File: src/rtl/uart_rx_ctrl_pkg.sv
// ----------------------------------------------------------------------------
// uart_rx_ctrl_pkg
//
// Shared constants and types for the UART receive controller:
//   DATA_WIDTH     - default number of data bits per frame
//   PRESCALE_WIDTH - default width of the prescale value and edge counter
//   BIT_CNT_W      - width of the data bit index
//   rx_state_e     - receive FSM states (fixed 3-bit encoding)
//   frame_bits()   - number of bit periods in one frame
// ----------------------------------------------------------------------------
package uart_rx_ctrl_pkg;

    localparam int DATA_WIDTH     = 8;
    localparam int PRESCALE_WIDTH = 6;
    localparam int BIT_CNT_W      = 4;

    // The encoding is shared with other blocks, so the values are pinned.
    typedef enum logic [2:0] {
        ST_IDLE   = 3'd0,
        ST_START  = 3'd1,
        ST_DATA   = 3'd2,
        ST_PARITY = 3'd3,
        ST_STOP   = 3'd4
    } rx_state_e;

    // Start bit + data bits + optional parity bit + stop bit.
    function automatic int frame_bits(input int width, input logic par_en);
        return 2 + width + (par_en ? 1 : 0);
    endfunction

endpackage

File: src/rtl/uart_rx_ctrl_edge_bit_cnt.sv
// ----------------------------------------------------------------------------
// rx_edge_bit_cnt
//
// Oversampling edge counter and data bit counter for the UART receiver.
// The prescale ratio is captured when a frame starts so that a change on
// the prescale input mid-frame cannot disturb bit timing.
//
// Ports:
//   i_clk, i_rst    clock, asynchronous active-low reset
//   i_cnt_en        count edges (FSM is outside IDLE); edge counter held at 0
//                   otherwise
//   i_prescale_ld   capture i_prescale as the ratio for the coming frame
//   i_prescale      oversampling ratio (8, 16 or 32)
//   i_bit_clr       clear the bit counter
//   i_bit_inc       advance the bit counter
//   o_edge_cnt      edge position within the current bit
//   o_bit_cnt       data bit index
//   o_tick          last edge of the current bit period
// ----------------------------------------------------------------------------
module rx_edge_bit_cnt
    import uart_rx_ctrl_pkg::*;
#(
    parameter int PRESCALE_W = PRESCALE_WIDTH
) (
    input  logic                  i_clk,
    input  logic                  i_rst,
    input  logic                  i_cnt_en,
    input  logic                  i_prescale_ld,
    input  logic [PRESCALE_W-1:0] i_prescale,
    input  logic                  i_bit_clr,
    input  logic                  i_bit_inc,
    output logic [PRESCALE_W-1:0] o_edge_cnt,
    output logic [BIT_CNT_W-1:0]  o_bit_cnt,
    output logic                  o_tick
);

    localparam logic [PRESCALE_W-1:0] EDGE_ONE = PRESCALE_W'(1);
    localparam logic [BIT_CNT_W-1:0]  BIT_ONE  = BIT_CNT_W'(1);

    logic [PRESCALE_W-1:0] prescale_q, prescale_d;
    logic [PRESCALE_W-1:0] edge_cnt_q, edge_cnt_d;
    logic [BIT_CNT_W-1:0]  bit_cnt_q,  bit_cnt_d;
    logic                  tick;

    // The ratio is always at least 4, so subtracting one never wraps.
    assign tick = i_cnt_en && (edge_cnt_q == (prescale_q - EDGE_ONE));

    always_comb begin
        prescale_d = prescale_q;
        edge_cnt_d = edge_cnt_q;
        bit_cnt_d  = bit_cnt_q;

        if (i_prescale_ld) begin
            prescale_d = i_prescale;
        end

        if (!i_cnt_en || tick) begin
            edge_cnt_d = '0;
        end else begin
            edge_cnt_d = edge_cnt_q + EDGE_ONE;
        end

        if (i_bit_clr) begin
            bit_cnt_d = '0;
        end else if (i_bit_inc) begin
            bit_cnt_d = bit_cnt_q + BIT_ONE;
        end
    end

    always_ff @(posedge i_clk or negedge i_rst) begin
        if (!i_rst) begin
            prescale_q <= '0;
            edge_cnt_q <= '0;
            bit_cnt_q  <= '0;
        end else begin
            prescale_q <= prescale_d;
            edge_cnt_q <= edge_cnt_d;
            bit_cnt_q  <= bit_cnt_d;
        end
    end

    assign o_edge_cnt = edge_cnt_q;
    assign o_bit_cnt  = bit_cnt_q;
    assign o_tick     = tick;

endmodule

File: src/rtl/uart_rx_ctrl.sv
// ----------------------------------------------------------------------------
// uart_rx_ctrl
//
// UART receive controller. Detects the start edge, walks the frame one bit
// period at a time, deserializes the data bits LSB first, sequences the
// external parity checker and the stop-bit check, and publishes each frame
// result as a one-cycle strobe.
//
// Ports:
//   i_clk, i_rst     clock, asynchronous active-low reset
//   i_rx_in          synchronized serial line, idle high
//   i_prescale       oversampling ratio (8, 16, 32), captured at frame start
//   i_par_en         frame carries a parity bit
//   i_sampled_bit    majority-voted bit from the sampler
//   i_par_err        registered result from the parity checker
//   o_sample_en      sampler enable, high outside IDLE
//   o_edge_cnt       edge position within the current bit
//   o_bit_cnt        data bit index
//   o_par_chk_en     parity checker enable, one cycle on the parity bit tick
//   o_shift_data     deserializer contents, fed to the parity checker
//   o_data           last correctly received word
//   o_data_valid     strobe: good frame
//   o_par_err        strobe: parity failure
//   o_stop_err       strobe: framing (stop bit) failure
// ----------------------------------------------------------------------------
module uart_rx_ctrl
    import uart_rx_ctrl_pkg::*;
#(
    parameter int WIDTH      = DATA_WIDTH,
    parameter int PRESCALE_W = PRESCALE_WIDTH
) (
    input  logic                  i_clk,
    input  logic                  i_rst,
    input  logic                  i_rx_in,
    input  logic [PRESCALE_W-1:0] i_prescale,
    input  logic                  i_par_en,
    input  logic                  i_sampled_bit,
    input  logic                  i_par_err,
    output logic                  o_sample_en,
    output logic [PRESCALE_W-1:0] o_edge_cnt,
    output logic [3:0]            o_bit_cnt,
    output logic                  o_par_chk_en,
    output logic [WIDTH-1:0]      o_shift_data,
    output logic [WIDTH-1:0]      o_data,
    output logic                  o_data_valid,
    output logic                  o_par_err,
    output logic                  o_stop_err
);

    localparam logic [BIT_CNT_W-1:0] LAST_BIT = BIT_CNT_W'(WIDTH - 1);

    rx_state_e             state_q, state_d;
    logic [WIDTH-1:0]      shift_q, shift_d;
    logic [WIDTH-1:0]      data_q, data_d;
    logic                  par_frame_q, par_frame_d;
    logic                  par_fail_q, par_fail_d;
    logic                  valid_q, valid_d;
    logic                  par_err_q, par_err_d;
    logic                  stop_err_q, stop_err_d;

    logic                  cnt_en;
    logic                  prescale_ld;
    logic                  bit_clr;
    logic                  bit_inc;
    logic                  tick;
    logic                  par_chk_en;
    logic                  stop_fail;
    logic [PRESCALE_W-1:0] edge_cnt;
    logic [BIT_CNT_W-1:0]  bit_cnt;

    assign cnt_en = (state_q != ST_IDLE);

    rx_edge_bit_cnt #(
        .PRESCALE_W (PRESCALE_W)
    ) u_edge_bit_cnt (
        .i_clk         (i_clk),
        .i_rst         (i_rst),
        .i_cnt_en      (cnt_en),
        .i_prescale_ld (prescale_ld),
        .i_prescale    (i_prescale),
        .i_bit_clr     (bit_clr),
        .i_bit_inc     (bit_inc),
        .o_edge_cnt    (edge_cnt),
        .o_bit_cnt     (bit_cnt),
        .o_tick        (tick)
    );

    // Next-state, deserializer and result logic. Strobes default low so
    // each one lives for exactly the cycle after the stop tick.
    always_comb begin
        state_d     = state_q;
        shift_d     = shift_q;
        data_d      = data_q;
        par_frame_d = par_frame_q;
        par_fail_d  = par_fail_q;
        valid_d     = 1'b0;
        par_err_d   = 1'b0;
        stop_err_d  = 1'b0;
        prescale_ld = 1'b0;
        bit_clr     = 1'b0;
        bit_inc     = 1'b0;
        par_chk_en  = 1'b0;
        stop_fail   = ~i_sampled_bit;

        case (state_q)
            ST_IDLE: begin
                bit_clr = 1'b1;
                if (!i_rx_in) begin
                    state_d     = ST_START;
                    prescale_ld = 1'b1;
                end
            end

            ST_START: begin
                if (tick) begin
                    if (!i_sampled_bit) begin
                        state_d = ST_DATA;
                        bit_clr = 1'b1;
                    end else begin
                        // Line went high again before mid-start: a glitch.
                        state_d = ST_IDLE;
                    end
                end
            end

            ST_DATA: begin
                if (tick) begin
                    shift_d = {i_sampled_bit, shift_q[WIDTH-1:1]};
                    bit_inc = 1'b1;
                    if (bit_cnt == LAST_BIT) begin
                        par_frame_d = i_par_en;
                        state_d     = i_par_en ? ST_PARITY : ST_STOP;
                    end
                end
            end

            ST_PARITY: begin
                par_chk_en = tick;
                if (tick) begin
                    state_d = ST_STOP;
                end
            end

            ST_STOP: begin
                // The checker answers one cycle after its enable, which is
                // the first STOP cycle (edge count 0).
                if (edge_cnt == '0) begin
                    par_fail_d = par_frame_q & i_par_err;
                end
                if (tick) begin
                    stop_err_d = stop_fail;
                    par_err_d  = par_fail_q & ~stop_fail;
                    valid_d    = ~par_fail_q & ~stop_fail;
                    if (~par_fail_q & ~stop_fail) begin
                        data_d = shift_q;
                    end
                    state_d = ST_IDLE;
                end
            end

            default: begin
                state_d = ST_IDLE;
            end
        endcase
    end

    always_ff @(posedge i_clk or negedge i_rst) begin
        if (!i_rst) begin
            state_q     <= ST_IDLE;
            shift_q     <= '0;
            data_q      <= '0;
            par_frame_q <= 1'b0;
            par_fail_q  <= 1'b0;
            valid_q     <= 1'b0;
            par_err_q   <= 1'b0;
            stop_err_q  <= 1'b0;
        end else begin
            state_q     <= state_d;
            shift_q     <= shift_d;
            data_q      <= data_d;
            par_frame_q <= par_frame_d;
            par_fail_q  <= par_fail_d;
            valid_q     <= valid_d;
            par_err_q   <= par_err_d;
            stop_err_q  <= stop_err_d;
        end
    end

    assign o_sample_en  = cnt_en;
    assign o_edge_cnt   = edge_cnt;
    assign o_bit_cnt    = bit_cnt;
    assign o_par_chk_en = par_chk_en;
    assign o_shift_data = shift_q;
    assign o_data       = data_q;
    assign o_data_valid = valid_q;
    assign o_par_err    = par_err_q;
    assign o_stop_err   = stop_err_q;

endmodule

File: config.mk
export PLATFORM = sky130hd
export DESIGN_NAME = uart_rx_ctrl
export DESIGN_NICKNAME = d
export VERILOG_FILES = /design/src/rtl/uart_rx_ctrl_pkg.sv /design/src/rtl/uart_rx_ctrl_edge_bit_cnt.sv /design/src/rtl/uart_rx_ctrl.sv
export SDC_FILE = /design/constraint.sdc
export NUM_CORES = 1
export LEC_CHECK = 0
export ABC_CLOCK_PERIOD_IN_PS = 3390
export CAP_MARGIN = 20
export CORE_ASPECT_RATIO = 0.9
export CORE_MARGIN = 8
export CORE_UTILIZATION = 54
export CTS_CLUSTER_DIAMETER = 100
export DETAILED_ROUTE_END_ITERATION = 16
export PLACE_DENSITY = 0.85
export SYNTH_ARGS = -nofsm -noshare
export SYNTH_HDL_FRONTEND = slang
export SYNTH_SLANG_ARGS = --single-unit
File: constraint.sdc
create_clock -name i_clk -period 3.39 [get_ports i_clk]
set_clock_uncertainty 0.05 [all_clocks]
set_input_delay 0.339 -clock i_clk [delete_from_list [all_inputs] [get_ports i_clk]]
set_output_delay 0.339 -clock i_clk [all_outputs]
set_load 0.03 [all_outputs]
==> results of run 1 <==
[synth_stat cells (2+ instances only)]
| library cell | number |
|---|---|
| nand3b_1 | 3 |
| xnor2_1 | 5 |
| xor2_1 | 6 |
| nand2_1 | 15 |
| mux2_2 | 20 |
| nor3_1 | 11 |
| dfrtp_1 | 40 |
| nand2b_1 | 2 |
| clkbuf_1 | 4 |
| nand3_2 | 2 |
| buf_2 | 2 |
| nand4_1 | 2 |
| o22ai_1 | 2 |
| a31oi_1 | 3 |
| o21ai_0 | 4 |
| ha_1 | 4 |
| inv_1 | 6 |
| nor2_1 | 7 |
| a21oi_1 | 3 |
| nand3_1 | 4 |
| a21o_1 | 3 |
| and3_1 | 3 |
[routing by layer]
layer  GRT usage  wire length (microns)  vias up  share of wire
met4     0.08830                     94        0          0.020
met2      0.2944                   2414       39           0.53
li1            -                      -      692              -
met1      0.1805                   1806      758           0.39
met3     0.05296                    278       10          0.061
met5           0                      0        -              0
[state kept, by name, indices dropped and copies added (netlist names)]
signal                     flops
o_data                         8
o_shift_data                   8
u_edge_bit_cnt.o_edge_cnt      6
u_edge_bit_cnt.prescale_q      6
u_edge_bit_cnt.o_bit_cnt       4
state_q                        3
o_data_valid                   1
o_par_err                      1
o_stop_err                     1
par_fail_q                     1
par_frame_q                    1
[layout by cell type, fill, tap and decap left out, types with 2 or more instances in the layout]
cell type,count
clkdlybuf4s50_1,41
dfrtp_1,40
mux2_2,20
nand2_1,15
nor3_1,11
nor2_1,7
inv_1,6
xor2_1,6
xnor2_1,5
clkbuf_8,5
o21ai_0,4
nand3_1,4
ha_1,4
nand3b_1,3
a21oi_1,3
a21o_1,3
and3_1,3
a31oi_1,3
nand3_2,2
nand4_1,2
nand2b_1,2
o22ai_1,2
buf_4,2
[worst register-to-register path: stages, from the launching register on]
cell	delay [ps]
dfrtp_1	410
inv_1	80
ha_1	310
xor2_1	170
nand2_1	100
a2111oi_4	330
buf_4	250
nand3_2	230
mux2_2	350
[kinds of logic (layout without fill, tap and decap cells)]
logic type,Yosys count,count (layout),share of synthesized area
adders and majority gates,4,4,0.02581
DFF,40,40,0.5161
buffers and inverters,14,59,0.03032
xor gates and xnor gates,11,11,0.04968
muxes,20,20,0.1161
and+or+nand+nor,57,57,0.1619
AOI/OAI and AO/OA,24,24,0.1000
[power by group]
group,switching (mW),internal [mW],leakage (nW),total [mW]
sequential,0.142,0.570,0.527,0.712
clock,0.180,0.222,0.0548,0.401
combinational,0.468,0.329,0.547,0.797
total,0.790,1.12,1.13,1.91
[worst max-delay path by stage]
| stage | to | cells after the start | startpoint |
|---|---|---|---|
| after floorplan | o_par_chk_en | 8 | u_edge_bit_cnt.prescale_q[0] |
| after global placement | o_par_chk_en | 8 | u_edge_bit_cnt.prescale_q[0] |
| after detailed placement | o_par_chk_en | 8 | u_edge_bit_cnt.prescale_q[0] |
| after CTS | o_par_chk_en | 8 | u_edge_bit_cnt.prescale_q[0] |
| after global routing | o_par_chk_en | 8 | u_edge_bit_cnt.prescale_q[0] |
| final | o_par_chk_en | 8 | u_edge_bit_cnt.prescale_q[0] |
[area by class of cell]
class | count | area share
sequential | 40 | 0.3992
clock inverter | 3 | 0.01846
inverter | 7 | 0.01048
timing repair buffer | 44 | 0.1717
multi-input combinational | 116 | 0.3508
clock buffer | 5 | 0.02745
tap | 44 | 0.02196
==> summary.md, run 1 <==
| Metric | Value |
|---|---|
| Core Region | 3403 sq um |
| Die area | 5768 sq um |
| Synth Cell Area | 1939 sq um |
| Detail Placement HPWL | 3315 microns |
| DR iter-0 viols | 93 |
| Area contributors post-synth | dfrtp_1 (52%), mux2_2 (12%), nand2_1 (2.9%) |
| Static Leak | 1.129 nW |
| Critical Path Fanout Max | 4 |
| Setup repair after global routing missed its margin | false |
| Relative slew slack | 0.4120 |
| Utilization after layout | 0.7368 |
| Row cnt | 20 |
| DR vias/cell | 5.788 |
| Hold Buf Count CTS | 0 |
| Yosys warnings | 0 |
| PD cells | 761.6 nW/um^2 |
| Latest clock arrival within the worst-skew pair | 300 ps |
| Worst-Margin Slew | 882.1 ps |
| Ys async rst share | 1.000 |
| # fillers | 232 |
| Outcome | complete, no violations |
| Tot Pwr | 1.910 mW |
| Register Area | 1001 sq um |
| Synth Register Bits | 40 |
| Fin. max-slew vios | 0 |
| CTS H-tree lvls | 2 |
| DRC | 0 |
| Hold Crit Class | primary input to asynchronous set/reset pin |
| Max-cap viol count | 0 |
| Pre-antenna DRT Iters | 5 |
| Post-DP Area | 2392 sq um |
| Ys flop type | dfrtp_1 |
| R2r endpoint | o_shift_data[7] |
| R2R cell count | 8 |
| Share of layout cells above drive strength 1 | 0.1814 |
| Port Buffers | 42 |
| Register area share after synthesis | 0.5161 |
| Pin count of the biggest net entering global routing | 41 |
| Worst r2r src | u_edge_bit_cnt.prescale_q[0] |
| Clock Tree Root | clkbuf_8 |
| Crit Path Category | flop to primary output |
| Nets | 230 |
| Crit path cell chain | inv_1 -> ha_1 -> xor2_1 -> nand2_1 -> a2111oi_4 -> and2_1 -> and3_1 -> clkdlybuf4s50_1 |
| Cts repair resizes | 0 |
| CTS Sinks | 40 |
| Pre-CTS setup slack | 599.5 ps |
| WL/cell | 17.73 microns |
| CP max stage delay | 680 ps |
| EDFF count, synth | 0 |
| Final Cell Area | 2507 sq um |
| Crit-path slowest cell | clkdlybuf4s50_1 |
| Global route overflow | 0 |
| Antenna diodes | 0 |
| Multi-input gate area | 879.6 sq um |
| Hold_ws | 93.02 ps |
| Data arrival, critical path | 2730 ps |
| Placed Cells | 251 |
| Crit share post-route | 0.9195 |
| CP Launch Type | flop |
| Final RePlAce weighted congestion | 0.8714 |
| WP data required | 3000 ps |
| VDD IR-drop max | 0.4243 mV |
| Buf/Inv on CP | 2 |
| Initial antenna violation count | 0 |
| Min setup slack post-route | 272.9 ps |
| DR vias | 1,499 |
| Fmax | 320.8 MHz |
| I/O Pins | 43 |
| Clock transition at path regs | 90 ps |
| Flop2flop setup slack | 1010 ps |
| Mapped Avg Cell Area | 11.41 sq um |
| Worst setup EP type | primary output |
| Die X | 79.17 microns |
| TNS Setup | 0 ps |
| Starting Density | 0.5699 |
| Post-route ant nets | 0 |
| Final Hold Vio Count | 0 |
| CTS Buf Count | 5 |
| Non-filler cells in the finished layout | 259 |
| Synth unique cells | 41 |
| Final setup vio count | 0 |
| Post-synth top area share | 0.5161 |
| Total GRT Usage | 0.1696 |
| Routed wire length | 4593 microns |
| Vias in the first global route | 1,562 |
| Post-CTS Setup Inserts | 0 |
| Die Y-Extent | 72.86 microns |
| Critical path's top delay family | buffers and inverters |
| Post-synth net total | 186 |
| First-pass GRT wire length | 7555 microns |
| Syn Inst Count | 170 |
| CTS tree | built |
| Area leader, netlist | dfrtp_1 |
| Layout area overhead | 29.29% |
| Final Critical Period | 3117 ps |
| Clock buffer depth | 2 |
Note: power is estimated with default switching activity, not from simulation.
==> run 2, diff against run 1 <==
--- a/config.mk
+++ b/config.mk
@@ -12,6 +12,7 @@
 export CORE_UTILIZATION = 54
 export CTS_CLUSTER_DIAMETER = 100
 export DETAILED_ROUTE_END_ITERATION = 16
+export MAX_ROUTING_LAYER = met4
 export PLACE_DENSITY = 0.85
 export SYNTH_ARGS = -nofsm -noshare
 export SYNTH_HDL_FRONTEND = slang
==> summary.md, run 2 (synthesis gave the netlist of run 1 again) <==
| Metric | Value |
|---|---|
| Outcome | complete, no violations (unchanged) |
| Die area | 5768 sq um (unchanged) |
| Flop2flop setup slack | 1010 ps (about the same) |
| Setup repair after global routing missed its margin | false (unchanged) |
| Detail Placement HPWL | 3315 microns (unchanged) |
| Core Region | 3403 sq um (unchanged) |
| Data arrival, critical path | 2720 ps (was 2730 ps) |
| Nets | 230 (unchanged) |
| Hold Crit Class | primary input to asynchronous set/reset pin (unchanged) |
| Crit Path Category | flop to primary output (unchanged) |
| First-pass GRT wire length | 7576 microns (was 7555 microns) |
| Worst-Margin Slew | 876.4 ps (was 882.1 ps) |
| Worst r2r src | u_edge_bit_cnt.prescale_q[0] (unchanged) |
| Port Buffers | 42 (unchanged) |
| VDD IR-drop max | 0.4272 mV (was 0.4243 mV) |
| Pre-antenna DRT Iters | 4 (was 5) |
| R2r endpoint | o_shift_data[7] (unchanged) |
| CTS Buf Count | 5 (unchanged) |
| TNS Setup | 0 ps (unchanged) |
| Global route overflow | 0 (unchanged) |
| Total GRT Usage | 0.1748 (was 0.1696) |
| Pin count of the biggest net entering global routing | 41 (unchanged) |
| Fin. max-slew vios | 0 (unchanged) |
| Relative slew slack | 0.4158 (was 0.4120) |
| Max-cap viol count | 0 (unchanged) |
| Crit share post-route | 0.9183 (was 0.9195) |
| Critical Path Fanout Max | 4 (unchanged) |
| Routed wire length | 4570 microns (was 4593 microns) |
| Cts repair resizes | 0 (unchanged) |
| Fmax | 321.2 MHz (was 320.8 MHz) |
| # fillers | 232 (unchanged) |
| Die Y-Extent | 72.86 microns (unchanged) |
| Static Leak | 1.129 nW (unchanged) |
| Latest clock arrival within the worst-skew pair | 300 ps (about the same) |
| Clock transition at path regs | 90 ps (about the same) |
| Tot Pwr | 1.908 mW (was 1.910 mW) |
| DR vias/cell | 5.707 (was 5.788) |
| Crit path launch | u_edge_bit_cnt.prescale_q[0] (unchanged) |
| DRC | 0 (unchanged) |
| WL/cell | 17.64 microns (was 17.73 microns) |
| CP Launch Type | flop (unchanged) |
| Final Hold Vio Count | 0 (unchanged) |
| Vias in the first global route | 1,561 (was 1,562) |
| Share of layout cells above drive strength 1 | 0.1814 (unchanged) |
| Utilization after layout | 0.7368 (unchanged) |
| Clock buffer depth | 2 (unchanged) |
| Hold Buf Count CTS | 0 (unchanged) |
| WL met1 | 1823 microns (was 1806 microns) |
| DR top layer | met4 (unchanged) |
| Clock Tree Root | clkbuf_8 (unchanged) |
| Post-CTS Setup Inserts | 0 (unchanged) |
| Initial antenna violation count | 0 (unchanged) |
| CTS tree | built (unchanged) |
| Wire length on met2 | 2439 microns (was 2414 microns) |
| Die X | 79.17 microns (unchanged) |
| R2R cell count | 8 (unchanged) |
| Post-route ant nets | 0 (unchanged) |
| Worst setup endpoint | o_par_chk_en (unchanged) |
| DR iter-0 viols | 92 (was 93) |
| Antenna diodes | 0 (unchanged) |
| PD cells | 761.1 nW/um^2 (was 761.6 nW/um^2) |
| Most frequent cells in the layout | clkdlybuf4s50_1 (41), dfrtp_1 (40), mux2_2 (20) (unchanged) |
| Final Critical Period | 3113 ps (was 3117 ps) |
| WP data required | 3000 ps (about the same) |
| CTS Sinks | 40 (unchanged) |
| DR WL met3 | 229 microns (was 278 microns) |
| DR vias | 1,478 (was 1,499) |
| CTS H-tree lvls | 2 (unchanged) |
| Layout area overhead | 29.29% (unchanged) |
| Final setup vio count | 0 (unchanged) |
| I/O Pins | 43 (unchanged) |
| Starting Density | 0.5699 (unchanged) |
| Worst setup EP type | primary output (unchanged) |
| Final RePlAce weighted congestion | 0.8856 (was 0.8714) |
| Commonest non-fill, non-tap cell in the layout | clkdlybuf4s50_1 (unchanged) |
| Row cnt | 20 (unchanged) |
[run 2: cell counts in the layout (fill, tap and decap cells not counted)]
Identical to the previous run, type by type.
[run 2: cell type report]
class	count	area [sq um]	area share
multi-input combinational	116	879.6	0.3508
tap	44	55.05	0.02196
clock inverter	3	46.29	0.01846
sequential	40	1001	0.3992
timing repair buffer	44	430.4	0.1717
clock buffer	5	68.82	0.02745
inverter	7	26.28	0.01048
[run 2: per-stage QoR]
stage	setup WS [ps]	std cells	hold WS, ps	area (sq um)
floorplan	940.0	170	-6.591	1939
global placement	678.5	251	435.2	2392
detailed placement	599.5	251	444.6	2392
CTS	259.6	259	127.3	2507
global route	95.26	259	168.8	2507
finish	277.1	259	88.20	2507
[run 2: metal layers]
layer,vias up,global-route usage
met4,0,0.08419
met2,38,0.2981
met1,742,0.1850
met5,-,-
li1,690,-
met3,8,0.04557
[run 2: worst min-delay path by stage]
stage	from	end	cells past startpoint
after floorplan	i_rst	o_data[0]	0
after global placement	i_rst	o_data[4]	1
after detailed placement	o_data[4]	o_data[4]	1
after CTS	i_rst	o_data[4]	1
after global routing	i_rst	o_data[4]	1
final	i_rst	o_data[4]	1
[run 2: worst max-delay path: stages, from the launching register on]
cell             delay (ps)
dfrtp_1                 410
inv_1                    70
ha_1                    310
xor2_1                  170
nand2_1                 100
a2111oi_4               330
and2_1                  180
and3_1                  170
clkdlybuf4s50_1         680
[run 2: where the power goes]
| part | leakage (nW) | internal (mW) | switching, mW |
|---|---|---|---|
| Combinational | 0.547 | 0.330 | 0.469 |
| Clock | 0.0548 | 0.222 | 0.177 |
| Sequential | 0.527 | 0.570 | 0.140 |
| Total | 1.13 | 1.12 | 0.787 |
==> run 3, diff against run 2 <==
--- a/config.mk
+++ b/config.mk
@@ -8,7 +8,7 @@
 export ABC_CLOCK_PERIOD_IN_PS = 3390
 export CAP_MARGIN = 20
 export CORE_ASPECT_RATIO = 0.9
-export CORE_MARGIN = 8
+export CORE_MARGIN = 2
 export CORE_UTILIZATION = 54
 export CTS_CLUSTER_DIAMETER = 100
 export DETAILED_ROUTE_END_ITERATION = 16
==> summary.md, run 3 (synthesis gave the netlist of run 1 again) <==
| Metric | Value |
|---|---|
| CTS tree | built (unchanged) |
| Fin. max-slew vios | 0 (unchanged) |
| Detail Placement HPWL | 3070 microns (was 3315 microns) |
| Vias in the first global route | 1,569 (was 1,561) |
| Min setup slack post-route | 316.1 ps (was 277.1 ps) |
| Hold Buf Count CTS | 0 (unchanged) |
| Final Hold Vio Count | 0 (unchanged) |
| Outcome | complete, no violations (unchanged) |
| Antenna diodes | 0 (unchanged) |
| DR iter-0 viols | 51 (was 92) |
| Die area | 4088 sq um (was 5768 sq um) |
| R2R cell count | 8 (unchanged) |
| Tot Pwr | 1.918 mW (was 1.908 mW) |
| Relative slew slack | 0.4131 (was 0.4158) |
| Worst setup EP type | primary output (unchanged) |
| CTS Sinks | 40 (unchanged) |
| Critical Path Fanout Max | 4 (unchanged) |
| Final setup vio count | 0 (unchanged) |
| Die Y-Extent | 60.86 microns (was 72.86 microns) |
| Pre-antenna DRT Iters | 4 (unchanged) |
| Nets | 230 (unchanged) |
| CP max stage delay | 660 ps (was 680 ps) |
| CTS H-tree lvls | 2 (unchanged) |
| Row cnt | 20 (unchanged) |
| Pin count of the biggest net entering global routing | 41 (unchanged) |
| Buf/Inv on CP | 2 (unchanged) |
| Initial antenna violation count | 0 (unchanged) |
| Register Area | 1001 sq um (unchanged) |
| Final RePlAce weighted congestion | 0.9111 (was 0.8856) |
| DR vias/cell | 5.625 (was 5.707) |
| VDD IR-drop max | 0.3864 mV (was 0.4272 mV) |
| Crit Path Category | flop to primary output (unchanged) |
| Non-filler cells in the finished layout | 259 (unchanged) |
| DRC | 0 (unchanged) |
| Net Sw Frac | 0.4066 (was 0.4123) |
| First-pass GRT wire length | 7176 microns (was 7576 microns) |
| Crit share post-route | 0.9068 (was 0.9183) |
| Max-cap viol count | 0 (unchanged) |
| Core Region | 3403 sq um (unchanged) |
| Post-CTS Setup Inserts | 0 (unchanged) |
| Total GRT Usage | 0.2522 (was 0.1748) |
| Starting Density | 0.5699 (unchanged) |
| Commonest non-fill, non-tap cell in the layout | clkdlybuf4s50_1 (unchanged) |
| Fmax | 325.3 MHz (was 321.2 MHz) |
| Final Critical Period | 3074 ps (was 3113 ps) |
| Clk pwr share | 0.218 (was 0.209) |
| Clock Tree Root | clkbuf_8 (unchanged) |
| Most frequent cells in the layout | clkdlybuf4s50_1 (41), dfrtp_1 (40), mux2_2 (20) (unchanged) |
| Port Buffers | 42 (unchanged) |
| I/O Pins | 43 (unchanged) |
| Clock buffer depth | 2 (unchanged) |
| Internal Power | 1.138 mW (was 1.122 mW) |
| DR vias | 1,457 (was 1,478) |
| Logic pwr share | 0.412 (was 0.419) |
| Pre-CTS setup slack | 631.0 ps (was 599.5 ps) |
| # fillers | 249 (was 232) |
| Share of layout cells above drive strength 1 | 0.1814 (unchanged) |
| Static Leak | 1.135 nW (was 1.129 nW) |
| Seq pwr share | 0.371 (was 0.372) |
| Critical path's top delay family | buffers and inverters (unchanged) |
| Clock transition at path regs | 80 ps (was 90 ps) |
| Layout area overhead | 29.61% (was 29.29%) |
| WL/cell | 16.84 microns (was 17.64 microns) |
| Multi-input gate area | 879.6 sq um (unchanged) |
| Crit path cell chain | inv_1 -> ha_1 -> xor2_1 -> nand2_1 -> a2111oi_4 -> and2_1 -> and3_1 -> clkdlybuf4s50_1 (unchanged) |
| Hold Crit Class | primary input to asynchronous set/reset pin (unchanged) |
| Global route overflow | 0 (unchanged) |
| Switch Pwr | 780.0 uW (was 786.7 uW) |
| WP data required | 3000 ps (about the same) |
| CTS Buf Count | 5 (unchanged) |
| Routed wire length | 4361 microns (was 4570 microns) |
| Setup repair after global routing missed its margin | false (unchanged) |
| Post-route ant nets | 0 (unchanged) |
| TNS Setup | 0 ps (unchanged) |
| CP Launch Type | flop (unchanged) |
| Cts repair resizes | 0 (unchanged) |
| PD cells | 763.2 nW/um^2 (was 761.1 nW/um^2) |
| CP Depth | 8 (unchanged) |
| Latest clock arrival within the worst-skew pair | 300 ps (about the same) |
| Crit-path slowest cell | clkdlybuf4s50_1 (unchanged) |
| Die X | 67.17 microns (was 79.17 microns) |
| Placed Cells | 251 (unchanged) |
| Worst-Margin Slew | 880.3 ps (was 876.4 ps) |
| Data arrival, critical path | 2680 ps (was 2720 ps) |
run 3: power by group through the flow:
stage	clock (mW)	sequential (mW)	combinational, mW
6_report	0.418	0.711	0.790
3_5_place_dp	0	0.719	0.779
3_3_place_gp	0	0.709	0.744
5_1_grt	0.448	0.728	0.864
2_1_floorplan	0	0.745	0.525
4_1_cts	0.418	0.711	0.793
run 3: worst paths after layout:
check / from / to / slack, ps
setup / recovery: u_edge_bit_cnt.prescale_q[0] / o_par_chk_en / 320
hold / removal: i_rst / o_data[1] / 100
setup reg to reg: u_edge_bit_cnt.prescale_q[0] / o_shift_data[7] / 1010
hold reg to reg: o_data[4] / o_data[4] / 460
max in group asynchronous: i_rst / u_edge_bit_cnt.o_edge_cnt[3] / 2630
min in group i_clk: o_data[4] / o_data[4] / 460
run 3: layout make-up:
type                    count  area share
flip-flops and latches     40      0.3982
repair buffers             44      0.1712
well taps                  44     0.02190
clock buffers               6     0.03285
multi-input cells         116      0.3499
inverters                   7     0.01045
clock inverters             2     0.01543
run 3: routing by layer:
metal / GRT usage / wire length (microns)
met5: - / 0
met4: 0.1050 / 78
met3: 0.06865 / 217
met2: 0.4272 / 2276
met1: 0.2831 / 1788
run 3: through the flow:
step / hold WS (ps) / util / cell area [sq um]
6_report: 104.6 / 0.7386 / 2514
4_1_cts: 137.6 / 0.7386 / 2514
3_5_place_dp: 447.8 / 0.7029 / 2392
5_1_grt: 171.3 / 0.7386 / 2514
3_3_place_gp: 435.4 / 0.7029 / 2392
2_1_floorplan: -6.591 / - / 1939
